[config.mk]
export PLATFORM = sky130hd
export DESIGN_NAME = adc_spi_responder
export DESIGN_NICKNAME = d
export VERILOG_FILES = /design/src/rtl/adc_spi_responder.sv
export SDC_FILE = /design/constraint.sdc
export NUM_CORES = 1
export LEC_CHECK = 0
export ABC_AREA = 1
export BUFFER_PORTS_ARGS = -buffer_cell sky130_fd_sc_hd__buf_2
export CAP_MARGIN = 20
export CELL_PAD_IN_SITES_DETAIL_PLACEMENT = 1
export CELL_PAD_IN_SITES_GLOBAL_PLACEMENT = 1
export CORE_MARGIN = 2
export CORE_UTILIZATION = 34
export CTS_BUF_LIST = sky130_fd_sc_hd__clkbuf_16
export DETAILED_ROUTE_END_ITERATION = 10
export PLACE_DENSITY = 0.77
export RECOVER_POWER = 100
export SLEW_MARGIN = 10
export SYNTH_ARGS = -nofsm -noshare
export SYNTH_HDL_FRONTEND = slang
export SYNTH_SLANG_ARGS = --single-unit
[constraint.sdc]
create_clock -name c50m -period 1.7 [get_ports c50m]
set_input_delay 0.17 -clock c50m [delete_from_list [all_inputs] [get_ports c50m]]
set_output_delay 0.17 -clock c50m [all_outputs]
set_load 0.02 [all_outputs]
[src/rtl/adc_spi_responder.sv]
// SPI slave that stands in for the 8-channel 12-bit serial ADC on the ADC_CTRL pins.
// It returns register-supplied channel samples to the master in 16-bit frames (4 zeros + sample).
module adc_spi_responder #(
    parameter int NUM_CH      = 8,
    parameter int DATA_W      = 12,
    parameter int SYNC_STAGES = 2
) (
    input  logic                     c50m,
    input  logic                     rst_n,
    input  logic                     cs_n,
    input  logic                     sclk,
    input  logic                     din,
    output logic                     dout,
    output logic                     dout_oe,
    input  logic [NUM_CH*DATA_W-1:0] ch_data,
    output logic [2:0]               next_addr,
    output logic                     frame_done,
    output logic                     frame_error
);

    localparam int FRAME_W = DATA_W + 4;
    localparam int CNT_W   = $clog2(FRAME_W);

    localparam logic [CNT_W-1:0] CNT_ZERO  = {CNT_W{1'b0}};
    localparam logic [CNT_W-1:0] CNT_ONE   = CNT_W'(1);
    localparam logic [CNT_W-1:0] CNT_LAST  = CNT_W'(FRAME_W - 1);
    localparam logic [CNT_W-1:0] RISE_A2   = CNT_W'(2);
    localparam logic [CNT_W-1:0] RISE_A1   = CNT_W'(3);
    localparam logic [CNT_W-1:0] RISE_A0   = CNT_W'(4);

    typedef enum logic [0:0] {
        ST_IDLE   = 1'b0,
        ST_ACTIVE = 1'b1
    } state_t;

    // Selects one channel sample; channels beyond NUM_CH read as zero.
    function automatic logic [DATA_W-1:0] pick_ch(input logic [NUM_CH*DATA_W-1:0] data,
                                                  input logic [2:0]               ch);
        logic [DATA_W-1:0] sample;
        sample = {DATA_W{1'b0}};
        for (int i = 0; i < NUM_CH; i++) begin
            if (ch == 3'(i)) begin
                sample = data[i*DATA_W +: DATA_W];
            end else begin
                sample = sample;
            end
        end
        return sample;
    endfunction

    logic [SYNC_STAGES-1:0] cs_sync_r;
    logic [SYNC_STAGES-1:0] sclk_sync_r;
    logic [SYNC_STAGES-1:0] din_sync_r;
    logic                   cs_prev_r;
    logic                   sclk_prev_r;
    logic [SYNC_STAGES:0]   settle_r;
    logic                   armed_r;

    logic                   cs_s;
    logic                   sclk_s;
    logic                   din_s;
    logic                   cs_fall_s;
    logic                   cs_rise_s;
    logic                   sclk_rise_s;
    logic                   sclk_fall_s;
    logic [FRAME_W-1:0]     load_word_s;

    state_t                 state_r;
    state_t                 state_n;
    logic [FRAME_W-1:0]     shreg_r;
    logic [FRAME_W-1:0]     shreg_n;
    logic [CNT_W-1:0]       rise_cnt_r;
    logic [CNT_W-1:0]       rise_cnt_n;
    logic [CNT_W-1:0]       fall_cnt_r;
    logic [CNT_W-1:0]       fall_cnt_n;
    logic [2:0]             addr_r;
    logic [2:0]             addr_n;
    logic [2:0]             next_addr_r;
    logic [2:0]             next_addr_n;
    logic                   dout_r;
    logic                   dout_n;
    logic                   dout_oe_r;
    logic                   dout_oe_n;
    logic                   frame_done_r;
    logic                   frame_done_n;
    logic                   frame_error_r;
    logic                   frame_error_n;

    // Pin synchronizers and edge-detect flops, preset to the idle bus levels.
    always_ff @(posedge c50m or negedge rst_n) begin
        if (!rst_n) begin
            cs_sync_r   <= {SYNC_STAGES{1'b1}};
            sclk_sync_r <= {SYNC_STAGES{1'b1}};
            din_sync_r  <= {SYNC_STAGES{1'b0}};
            cs_prev_r   <= 1'b1;
            sclk_prev_r <= 1'b1;
        end else begin
            cs_sync_r   <= SYNC_STAGES'({cs_sync_r, cs_n});
            sclk_sync_r <= SYNC_STAGES'({sclk_sync_r, sclk});
            din_sync_r  <= SYNC_STAGES'({din_sync_r, din});
            cs_prev_r   <= cs_s;
            sclk_prev_r <= sclk_s;
        end
    end

    // Arm frame starts only after a real, deasserted cs_n has been seen out of reset,
    // so a cs_n held low across reset release cannot fake a falling edge.
    always_ff @(posedge c50m or negedge rst_n) begin
        if (!rst_n) begin
            settle_r <= {(SYNC_STAGES+1){1'b0}};
            armed_r  <= 1'b0;
        end else begin
            settle_r <= (SYNC_STAGES+1)'({settle_r, 1'b1});
            armed_r  <= armed_r | (settle_r[SYNC_STAGES] & cs_s);
        end
    end

    assign cs_s        = cs_sync_r[SYNC_STAGES-1];
    assign sclk_s      = sclk_sync_r[SYNC_STAGES-1];
    assign din_s       = din_sync_r[SYNC_STAGES-1];
    assign cs_fall_s   = cs_prev_r & ~cs_s & armed_r;
    assign cs_rise_s   = ~cs_prev_r & cs_s;
    assign sclk_rise_s = ~sclk_prev_r & sclk_s;
    assign sclk_fall_s = sclk_prev_r & ~sclk_s;
    assign load_word_s = {4'b0000, pick_ch(ch_data, next_addr_r)};

    // Frame FSM and shifter: next-state, counters and output values.
    always_comb begin
        state_n       = state_r;
        shreg_n       = shreg_r;
        rise_cnt_n    = rise_cnt_r;
        fall_cnt_n    = fall_cnt_r;
        addr_n        = addr_r;
        next_addr_n   = next_addr_r;
        frame_done_n  = 1'b0;
        frame_error_n = 1'b0;
        case (state_r)
            ST_IDLE: begin
                if (cs_fall_s) begin
                    state_n    = ST_ACTIVE;
                    shreg_n    = load_word_s;
                    rise_cnt_n = CNT_ZERO;
                    fall_cnt_n = CNT_ZERO;
                    addr_n     = 3'b000;
                end else begin
                    state_n = ST_IDLE;
                end
            end
            ST_ACTIVE: begin
                if (cs_rise_s) begin
                    state_n       = ST_IDLE;
                    frame_error_n = (rise_cnt_r != CNT_ZERO) || (fall_cnt_r != CNT_ZERO);
                    rise_cnt_n    = CNT_ZERO;
                    fall_cnt_n    = CNT_ZERO;
                    addr_n        = 3'b000;
                end else if (sclk_rise_s) begin
                    if (rise_cnt_r == RISE_A2) begin
                        addr_n[2] = din_s;
                    end else if (rise_cnt_r == RISE_A1) begin
                        addr_n[1] = din_s;
                    end else if (rise_cnt_r == RISE_A0) begin
                        addr_n[0] = din_s;
                    end else begin
                        addr_n = addr_r;
                    end
                    if (rise_cnt_r == CNT_LAST) begin
                        rise_cnt_n   = CNT_ZERO;
                        next_addr_n  = addr_r;
                        frame_done_n = 1'b1;
                    end else begin
                        rise_cnt_n = rise_cnt_r + CNT_ONE;
                    end
                end else if (sclk_fall_s) begin
                    // The last fall of a frame reloads, so back-to-back frames use the fresh address.
                    if (fall_cnt_r == CNT_LAST) begin
                        shreg_n    = load_word_s;
                        fall_cnt_n = CNT_ZERO;
                    end else begin
                        shreg_n    = {shreg_r[FRAME_W-2:0], 1'b0};
                        fall_cnt_n = fall_cnt_r + CNT_ONE;
                    end
                end else begin
                    state_n = ST_ACTIVE;
                end
            end
            default: begin
                state_n    = ST_IDLE;
                rise_cnt_n = CNT_ZERO;
                fall_cnt_n = CNT_ZERO;
                addr_n     = 3'b000;
            end
        endcase
        if (state_n == ST_ACTIVE) begin
            dout_n    = shreg_n[FRAME_W-1];
            dout_oe_n = 1'b1;
        end else begin
            dout_n    = 1'b0;
            dout_oe_n = 1'b0;
        end
    end

    // State, datapath and output registers.
    always_ff @(posedge c50m or negedge rst_n) begin
        if (!rst_n) begin
            state_r       <= ST_IDLE;
            shreg_r       <= {FRAME_W{1'b0}};
            rise_cnt_r    <= CNT_ZERO;
            fall_cnt_r    <= CNT_ZERO;
            addr_r        <= 3'b000;
            next_addr_r   <= 3'b000;
            dout_r        <= 1'b0;
            dout_oe_r     <= 1'b0;
            frame_done_r  <= 1'b0;
            frame_error_r <= 1'b0;
        end else begin
            state_r       <= state_n;
            shreg_r       <= shreg_n;
            rise_cnt_r    <= rise_cnt_n;
            fall_cnt_r    <= fall_cnt_n;
            addr_r        <= addr_n;
            next_addr_r   <= next_addr_n;
            dout_r        <= dout_n;
            dout_oe_r     <= dout_oe_n;
            frame_done_r  <= frame_done_n;
            frame_error_r <= frame_error_n;
        end
    end

    assign dout        = dout_r;
    assign dout_oe     = dout_oe_r;
    assign next_addr   = next_addr_r;
    assign frame_done  = frame_done_r;
    assign frame_error = frame_error_r;

endmodule

==> results.json, run 1 <==
{
  "critPathMaxFanout": 6,
  "grt-ovfl-total": 0,
  "design.core.area_um2": 8260,
  "p_seq_frac": 0.466,
  "critPathSlowestCell": "dfstp_2",
  "grt_antenna_before_repair": 0,
  "synth_area_leaders": "dfrtp_1, nand2_1, nand4_1, nand3_1, inv_1",
  "cts_buffers": 5,
  "dieArea_um2": 9350,
  "synth_common_cells": "nand2_1, inv_1, nand3_1",
  "seq_area_frac_synth": 0.397,
  "startpoint_type": "register",
  "drv_slew": 0,
  "synth-seq-cells": 46,
  "tightest_slew_ns": 0.683,
  "grt_util_met1": 0.262,
  "reg2reg_depth": 8,
  "syn_area_um2": 2920,
  "fin_skew_ns": 0.00513,
  "nFillCells": 1096,
  "final_hold_viol_count": 0,
  "antenna_cells": 0,
  "port_buffers": 107,
  "yosys_warnings": 0,
  "worstSkewPairLatency_ns": 0.28,
  "met3_usage": 0.0419,
  "cts_root_buf": "clkbuf_16",
  "hpwl_um": 7700,
  "async_reset_ff_frac": 1.00,
  "setup.worst_path.class": "reg2reg",
  "multi_input_area_um2": 1490,
  "fp.dieW_um": 96.7,
  "syn_to_final_growth_pct": 32.3,
  "seqCellArea_um2": 1160,
  "whs_endpoint": "shreg_r[0]",
  "cts_tree": "done",
  "dp_slack_ns": 0.0318,
  "r2r-end": "dout",
  "pin_count": 108,
  "peakVddDrop_v": 0.000399,
  "fmax_mhz": 624,
  "p_total_mw": 2.93,
  "path_cells": "inv_1 > o21ai_4 > buf_6 > buf_4 > nor2_2 > nand2_2 > o21ai_1 > and2_1",
  "use_met2": 0.359,
  "min_path_cells": 5,
  "p_clk_frac": 0.305,
  "place_congestion": 0.910,
  "cts_max_level": 2,
  "whs_ns": 0.245,
  "sw_frac_of_total": 0.293,
  "grt_pass1_wl_um": 16000,
  "cts.path.max_buffers": 2,
  "status": "completed",
  "reg2reg_setup_slack_ns": 0.1,
  "dr.pass1.iters": 5,
  "via_per_inst": 5.05,
  "clock_sinks": 46,
  "p_int_mw": 2.07,
  "wl_per_cell_um": 15.1,
  "yosys.area.top_type_share": 0.343,
  "cap_violations": 0,
  "critical-path-max-stage-delay_ns": 0.55,
  "yosysMostFrequentCell": "nand2_1",
  "synth_nets": 520,
  "busiest_layer": "met2",
  "cp_data_required_time_ns": 1.87,
  "final_nets": 642,
  "clk_pin_slew_ns": 0.06,
  "fin_crit_sh": 0.943,
  "grt_pass1_vias": 3261,
  "timing.slew.headroom": 0.545,
  "synth.largest_area_cell": "dfrtp_1",
  "grt_max_degree": 23,
  "vias": 3239,
  "critPathCaptureType": "register",
  "powerDensity_nw_per_um2": 758,
  "leakagePower_nw": 2.01,
  "wl_um": 9690,
  "period_minus_slack_ns": 1.60,
  "dieHeight_um": 96.7,
  "ys.flop_type": "dfrtp_1",
  "synth-edff-count": 0,
  "min_from": "ch_data[84]",
  "start_util": 0.354,
  "pwr-share-comb": 0.230,
  "worst_slack_ns": 0.0967,
  "rsz0062_at_grt": "true",
  "switchingPower_mw": 0.860,
  "grt_usage": 0.206,
  "netlist-cell-type-count": 33,
  "ant_nets": 0,
  "cp.arrival_ns": 1.77,
  "initialDrtViolationCount": 148,
  "layout-drive-gt1-share": 0.302,
  "rows": 33,
  "syn_inst": 414,
  "syn_avg_cell_area_um2": 7.06,
  "hold_class": "in2reg",
  "r2r_start": "cs_sync_r[1]",
  "route.detailed.drc": 0,
  "setup_viol": 0
}
==> how the worst max path moves through the flow <==
stage,end,depth (start not counted),startpoint
floorplan,shreg_r[10],8,next_addr[1]
global placement,rise_cnt_r[3],7,cs_sync_r[1]
detailed placement,rise_cnt_r[3],7,cs_sync_r[1]
CTS,rise_cnt_r[3],7,cs_sync_r[1]
global route,fall_cnt_r[3],8,sclk_sync_r[1]
finish,dout,8,cs_sync_r[1]
==> final cells by class <==
cell class	instances	area share
Multi-Input combinational cell	302	0.386
Sequential cell	46	0.300
Timing Repair Buffer	135	0.198
Inverter	46	0.0460
Tap cell	105	0.0340
Clock buffer	5	0.0324
Clock inverter	3	0.00291
==> critical path, delay by kind of cell, from the launching register on <==
family                 cells  cell delay, ns
AND/OR/NAND/NOR            3            0.27
buffers and inverters      3            0.33
AO/OA/AOI/OAI              2            0.35
flip-flops                 1            0.55
==> power by group through the flow <==
stage               clock network (mW)  registers (mW)  logic (mW)
floorplan                            0            1.35       0.361
global placement                     0            1.37       0.618
detailed placement                   0            1.38       0.644
CTS                              0.917            1.37       0.657
global route                     0.963            1.39       0.778
finish                           0.893            1.37       0.673
==> cells in the final DEF, fill, tap and decap left out, drive strengths merged <==
master,count
buf,123
nand2,112
inv,49
nand3,41
dfrtp,40
nor2,40
nand4,33
a21oi,23
o21ai,19
clkbuf,13
or2,7
nor3,7
a31oi,6
dfstp,6
ha,5
o22ai,4
dlygate4sd3,4
and2,1
a211oi,1
a22oi,1
o211ai,1
conb,1
==> cells by family (layout without fill, tap and decap cells) <==
family / after synthesis / count (layout) / share of synthesized area
AOI/OAI and AO/OA: 55 / 55 / 0.108
other: 1 / 1 / 0.00128
DFF: 46 / 46 / 0.397
adders and majority gates: 5 / 5 / 0.0214
buffers and inverters: 66 / 189 / 0.0994
and+or+nand+nor: 241 / 241 / 0.374
==> registers in the layout (all words and copies together), names as in the netlist <==
name,cells
sclk_sync_r,2
cs_prev_r,1
dout_oe,1
sclk_prev_r,1
next_addr,3
settle_r,3
armed_r,1
frame_error,1
frame_done,1
dout,1
cs_sync_r,2
din_sync_r,2
shreg_r,16
fall_cnt_r,4
addr_r,3
rise_cnt_r,4
==> stage by stage <==
step	setup TNS (ns)	cells	instance area, um^2	utilization
after floorplan	0	414	2920	-
after global placement	0	627	3640	0.441
after detailed placement	0	627	3640	0.441
after CTS	0	639	3820	0.463
after global routing	-0.0217	642	3870	0.468
final	0	642	3870	0.468
==> metal layers <==
layer	up-vias	share of wire
met4	0	0.016
li1	1611	-
met1	1508	0.44
met3	11	0.058
met5	-	0
met2	109	0.48
==> what timing repair did <==
action                                 CTS  global route
setup buffers                            0             3
hold buffers                             4             0
gates resized for setup                  0            14
endpoints found under the hold margin    9             0
setup endpoints to repair                0            17
(Power assumes the default switching activity.)
==> run 2: changes to the inputs <==
- ABC_AREA: 1 -> not set
- CORE_MARGIN: 2 -> 10
- CORE_UTILIZATION: 34 -> 38
- CTS_BUF_LIST: sky130_fd_sc_hd__clkbuf_16 -> sky130_fd_sc_hd__clkbuf_8
- PLACE_DENSITY: 0.77 -> 0.79
==> results.json, run 2 <==
{
  "status": "finished with violations",
  "violations": "setup timing",
  "hold_class": "in2reg",
  "yosys_warnings": 0,
  "initialDrtViolationCount": 163,
  "dieHeight_um": 107,
  "grt_pass1_wl_um": 16200,
  "cts.path.max_buffers": 2,
  "tightest_slew_ns": 1.17,
  "place_congestion": 0.822,
  "grt_max_degree": 47,
  "setup.worst_path.class": "reg2reg",
  "synth-seq-cells": 46,
  "final_cell_mix": "buf_2, dfrtp_1, o21ai_0, buf_4, nand2_1",
  "nFillCells": 874,
  "synth_nets": 384,
  "critPathCaptureType": "register",
  "stdcell_area_um2": 4040,
  "syn_to_final_growth_pct": 40.2,
  "start_util": 0.395,
  "timing.slew.headroom": 0.220,
  "r2r_start": "next_addr[1]",
  "r2r-end": "shreg_r[9]",
  "syn_inst": 278,
  "whs_ns": 0.161,
  "syn_area_um2": 2880,
  "reg2reg_setup_slack_ns": -0.08,
  "ys.flop_type": "dfrtp_1",
  "min_from": "ch_data[91]",
  "async_reset_ff_frac": 1.00,
  "powerDensity_nw_per_um2": 726,
  "hpwl_um": 8110,
  "dp.cells": 503,
  "antenna_cells": 0,
  "worstSkewPairLatency_ns": 0.31,
  "largestRegisters": "shreg_r x16, fall_cnt_r x4, rise_cnt_r x4",
  "vias": 2854,
  "cts_max_level": 2,
  "pin_count": 108,
  "cap_violations": 0,
  "seq_area_frac_synth": 0.402,
  "largest_register": "shreg_r",
  "synth.largest_area_cell": "dfrtp_1",
  "fp.dieW_um": 107,
  "min_path_cells": 3,
  "worst_slack_ns": -0.0846,
  "wl_per_cell_um": 20.0,
  "cp_top_family": "multiplexers",
  "path_cells": "buf_6 > buf_6 > mux4_2 > mux2i_2 > nand2_1 > o21ai_2 > o221ai_2",
  "period_minus_slack_ns": 1.78,
  "critPathSlowestCell": "mux4_2",
  "final_nets": 527,
  "netlist-cell-type-count": 53,
  "clock_sinks": 46,
  "final_common_cell": "buf_2",
  "synth_area_leaders": "dfrtp_1, mux2i_1, mux4_2, o21ai_0, dfstp_2",
  "via_per_inst": 5.48,
  "cts_tree": "done",
  "drv_slew": 0,
  "clk_pin_slew_ns": 0.09,
  "reg2reg_depth": 7,
  "cts_buffers": 5,
  "layout-drive-gt1-share": 0.483,
  "rsz0062_at_grt": "true",
  "whs_endpoint": "shreg_r[7]",
  "rows": 31,
  "cts_root_buf": "clkbuf_8",
  "ant_nets": 0,
  "cp_data_required_time_ns": 1.90,
  "peakVddDrop_v": 0.000486,
  "cp.arrival_ns": 1.98,
  "fmax_mhz": 560,
  "route.detailed.drc": 0,
  "grt_pass1_vias": 3188,
  "grt-ovfl-total": 0,
  "placed_area_um2": 3740,
  "design.core.area_um2": 7290,
  "instances_no_fill": 521,
  "final_core_util": 0.553,
  "leakagePower_nw": 1.81,
  "final_hold_viol_count": 0,
  "synth-edff-count": 0,
  "dr.pass1.iters": 4,
  "port_buffers": 107,
  "crit_top_cell": "buf_6",
  "critPathMaxFanout": 5,
  "syn_avg_cell_area_um2": 10.4,
  "p_total_mw": 2.93,
  "synth_common_cells": "dfrtp_1, o21ai_0, mux2i_1, nand2_1, o21ai_1",
  "largest_reg_flops": 16,
  "fin_crit_sh": 1.05,
  "wl_um": 10400,
  "dieArea_um2": 11500,
  "critical-path-max-stage-delay_ns": 0.51,
  "grt_antenna_before_repair": 0,
  "fin_skew_ns": 0.00642,
  "yosysMostFrequentCell": "dfrtp_1",
  "setup_viol": 6,
  "yosys.area.top_type_share": 0.348,
  "startpoint_type": "register",
  "grt_usage": 0.173,
  "cp.buffers_inverters": 2
}
[run 2: metrics by stage]
| stage | setup TNS, ns | setup WS, ns |
|---|---|---|
| 2_1_floorplan | 0 | 0.0000779 |
| 3_3_place_gp | -0.386 | -0.0919 |
| 3_5_place_dp | -0.960 | -0.200 |
| 4_1_cts | -0.554 | -0.0886 |
| 5_1_grt | -1.55 | -0.163 |
| 6_report | -0.321 | -0.0846 |
[run 2: worst max path at each step]
stage | end | startpoint | depth (start not counted) | slack, ns
3_5_place_dp | shreg_r[10] | next_addr[1] | 7 | -0.20
2_1_floorplan | shreg_r[5] | next_addr[1] | 7 | 0.00008
3_3_place_gp | shreg_r[10] | next_addr[1] | 7 | -0.09
6_report | shreg_r[9] | next_addr[1] | 7 | -0.08
5_1_grt | shreg_r[3] | next_addr[1] | 7 | -0.16
4_1_cts | shreg_r[9] | next_addr[1] | 6 | -0.09
[run 2: power by group]
part	switching (mW)	total, mW	internal (mW)	leakage, nW
logic	0.354	0.733	0.379	1.17
registers	0.124	1.37	1.25	0.575
clock network	0.388	0.821	0.433	0.0556
total	0.866	2.93	2.06	1.81
[run 2: area by class of cell]
cell class	count	area (um^2)	area share
Clock inverter	3	41.3	0.0102
Timing Repair Buffer	154	931	0.231
Tap cell	99	124	0.0307
Clock buffer	5	68.8	0.0171
Inverter	7	26.3	0.00651
Multi-Input combinational cell	207	1680	0.417
Sequential cell	46	1160	0.288
[run 2: repair_timing]
| item | 4_1_cts | 5_1_grt |
|---|---|---|
| hold endpoints to repair | 43 | 0 |
| setup endpoints to repair | 9 | 19 |
| setup buffers | 3 | 4 |
| pin swaps | 10 | 14 |
| resized for setup | 17 | 28 |
| hold buffers | 4 | 0 |
[run 2: layer usage]
layer | vias to the layer above | track usage | wire length [um]
met3 | 17 | 0.0383 | 555
met4 | 0 | 0.0484 | 163
met5 | - | 0 | 0
li1 | 1329 | - | -
met2 | 75 | 0.309 | 5510
met1 | 1433 | 0.204 | 4190
[run 2: tightest hold or removal path: stages]
cell and delay [ns]:
buf_2 0.08, o21ai_0 0.08, o21ai_1 0.11
[run 2: cells by family after synthesis]
kind of cell,Yosys count,synth area share
DFF,46,0.402
muxes,38,0.190
AOI/OAI and AO/OA,92,0.201
adders and majority gates,5,0.0217
buffers and inverters,25,0.0500
and+or+nand+nor,71,0.133
other,1,0.00130
==> run 3: changes to the inputs <==
- ABC_AREA: not set -> 1
- CORE_UTILIZATION: 38 -> 35
==> results.json, run 3 (synthesized netlist as in run 1, its figures left out) <==
{
  "cp.buffers_inverters": 4,
  "syn_to_final_growth_pct": 35.9,
  "cp_data_required_time_ns": 1.90,
  "dieArea_um2": 12400,
  "tns_ns": 0,
  "path_cells": "inv_2 > o21ai_4 > nor2_4 > buf_12 > buf_12 > buf_6 > nand2_1 > nand2_1 > nand2_1 > nand2_1",
  "leakagePower_nw": 2.04,
  "place_congestion": 0.927,
  "final_cell_mix": "nand2_1, buf_2, inv_1, dfrtp_1, nor2_1",
  "wl_um": 11100,
  "design.core.area_um2": 8180,
  "peakVddDrop_v": 0.000568,
  "min_from": "ch_data[84]",
  "cp_top_family": "flip-flops",
  "antenna_cells": 0,
  "switchingPower_mw": 0.853,
  "via_per_inst": 5.07,
  "reg2reg_depth": 10,
  "min_path_cells": 5,
  "drv_slew": 0,
  "fin_crit_sh": 0.946,
  "status": "completed",
  "p_seq_frac": 0.497,
  "p_int_mw": 1.88,
  "initialDrtViolationCount": 130,
  "worstSkewPairLatency_ns": 0.29,
  "whs_endpoint": "shreg_r[0]",
  "pin_count": 108,
  "p_clk_frac": 0.253,
  "cts_buffers": 5,
  "period_minus_slack_ns": 1.61,
  "final_hold_viol_count": 0,
  "grt_antenna_before_repair": 0,
  "clk_pin_slew_ns": 0.08,
  "critPathSlowestCell": "dfstp_2",
  "startpoint_type": "register",
  "grt-ovfl-total": 0,
  "hpwl_um": 8620,
  "cts_tree": "done",
  "largest_register": "shreg_r",
  "final_nets": 648,
  "cts.path.max_buffers": 2,
  "largestRegisters": "shreg_r x16, fall_cnt_r x4, rise_cnt_r x4",
  "pwr-share-comb": 0.250,
  "fin_skew_ns": 0.00313,
  "grt_pass1_vias": 3335,
  "crit_top_cell": "nand2_1",
  "final_common_cell": "nand2_1",
  "setup_viol": 0,
  "dr.pass1.iters": 4,
  "timing.slew.headroom": 0.624,
  "grt_pass1_wl_um": 17500,
  "wl_per_cell_um": 17.1,
  "rows": 33,
  "setup.worst_path.class": "reg2reg",
  "fmax_mhz": 622,
  "grt_max_degree": 47,
  "cp.arrival_ns": 1.80,
  "port_buffers": 107,
  "r2r_start": "cs_sync_r[1]",
  "dieHeight_um": 111,
  "fp.dieW_um": 111,
  "hold_class": "in2reg",
  "cap_violations": 0,
  "grt_usage": 0.167,
  "layout-drive-gt1-share": 0.343,
  "tightest_slew_ns": 0.564,
  "largest_reg_flops": 16,
  "critPathCaptureType": "register",
  "cts_max_level": 2,
  "route.detailed.drc": 0,
  "critical-path-max-stage-delay_ns": 0.55,
  "ant_nets": 0,
  "powerDensity_nw_per_um2": 687,
  "p_total_mw": 2.73,
  "sw_frac_of_total": 0.312,
  "cts_root_buf": "clkbuf_8",
  "start_util": 0.357,
  "critPathMaxFanout": 9,
  "clock_sinks": 46,
  "vias": 3283,
  "reg2reg_setup_slack_ns": 0.09,
  "r2r-end": "shreg_r[10]"
}
-- run 3: changes by cell type in the layout (fill, tap and decap cells not counted), sizes merged, moves of 25 or more --
cell / delta
nor2: +29
nand3: +35
nand4: +32
inv: +37
nand2: +90
o21ai: -25
-- run 3: power groups by stage --
stage / Sequential, mW / Clock, mW / Combinational (mW)
floorplan: 1.35 / 0 / 0.361
global placement: 1.37 / 0 / 0.628
detailed placement: 1.38 / 0 / 0.645
CTS: 1.36 / 0.717 / 0.662
global route: 1.38 / 0.755 / 0.781
finish: 1.36 / 0.690 / 0.681
-- run 3: stage by stage --
| stage | instances | util | area (um^2) | hold WS (ns) | setup WS [ns] |
|---|---|---|---|---|---|
| 2_1_floorplan | 414 | - | 2920 | -0.126 | 0.205 |
| 3_3_place_gp | 627 | 0.449 | 3670 | 0.276 | 0.108 |
| 3_5_place_dp | 627 | 0.449 | 3670 | 0.276 | 0.0536 |
| 4_1_cts | 639 | 0.465 | 3800 | 0.231 | 0.0330 |
| 5_1_grt | 648 | 0.486 | 3970 | 0.271 | -0.0488 |
| 6_report | 648 | 0.486 | 3970 | 0.234 | 0.0916 |
-- run 3: area by class of cell --
cell class	instances	area, um^2
Clock buffer	6	82.6
Clock inverter	2	12.5
Fill cell	1082	4210
Inverter	46	181
Multi-Input combinational cell	302	1530
Sequential cell	46	1160
Tap cell	105	131
Timing Repair Buffer	141	876
-- run 3: timing repair --
item,4_1_cts,5_1_grt
buffers inserted,0,8
gates resized for setup,0,25
hold buffers,4,0
endpoints found under the setup margin,0,19
hold endpoints to repair,43,0
-- run 3: routing by layer --
metal | routed length [um] | vias to the layer above | global-route usage
met5 | 0 | - | 0
met4 | 180 | 0 | 0.0437
met3 | 708 | 12 | 0.0365
met2 | 5050 | 120 | 0.272
met1 | 5120 | 1530 | 0.219
li1 | - | 1621 | -
-- run 3: worst max-delay path by stage --
stage	startpoint	end	slack, ns	cells past startpoint
after global placement	next_addr[1]	shreg_r[5]	0.11	10
after detailed placement	cs_sync_r[1]	shreg_r[7]	0.05	8
final	cs_sync_r[1]	shreg_r[10]	0.09	10
after CTS	cs_prev_r	shreg_r[7]	0.03	7
after floorplan	next_addr[1]	shreg_r[10]	0.21	8
after global routing	cs_prev_r	shreg_r[7]	-0.05	8
-- run 3: worst min-delay path: stages --
cell and delay (ns):
buf_2 0.08, nor2_1 0.04, nor2_1 0.09, nand2_1 0.05, nand2_1 0.06
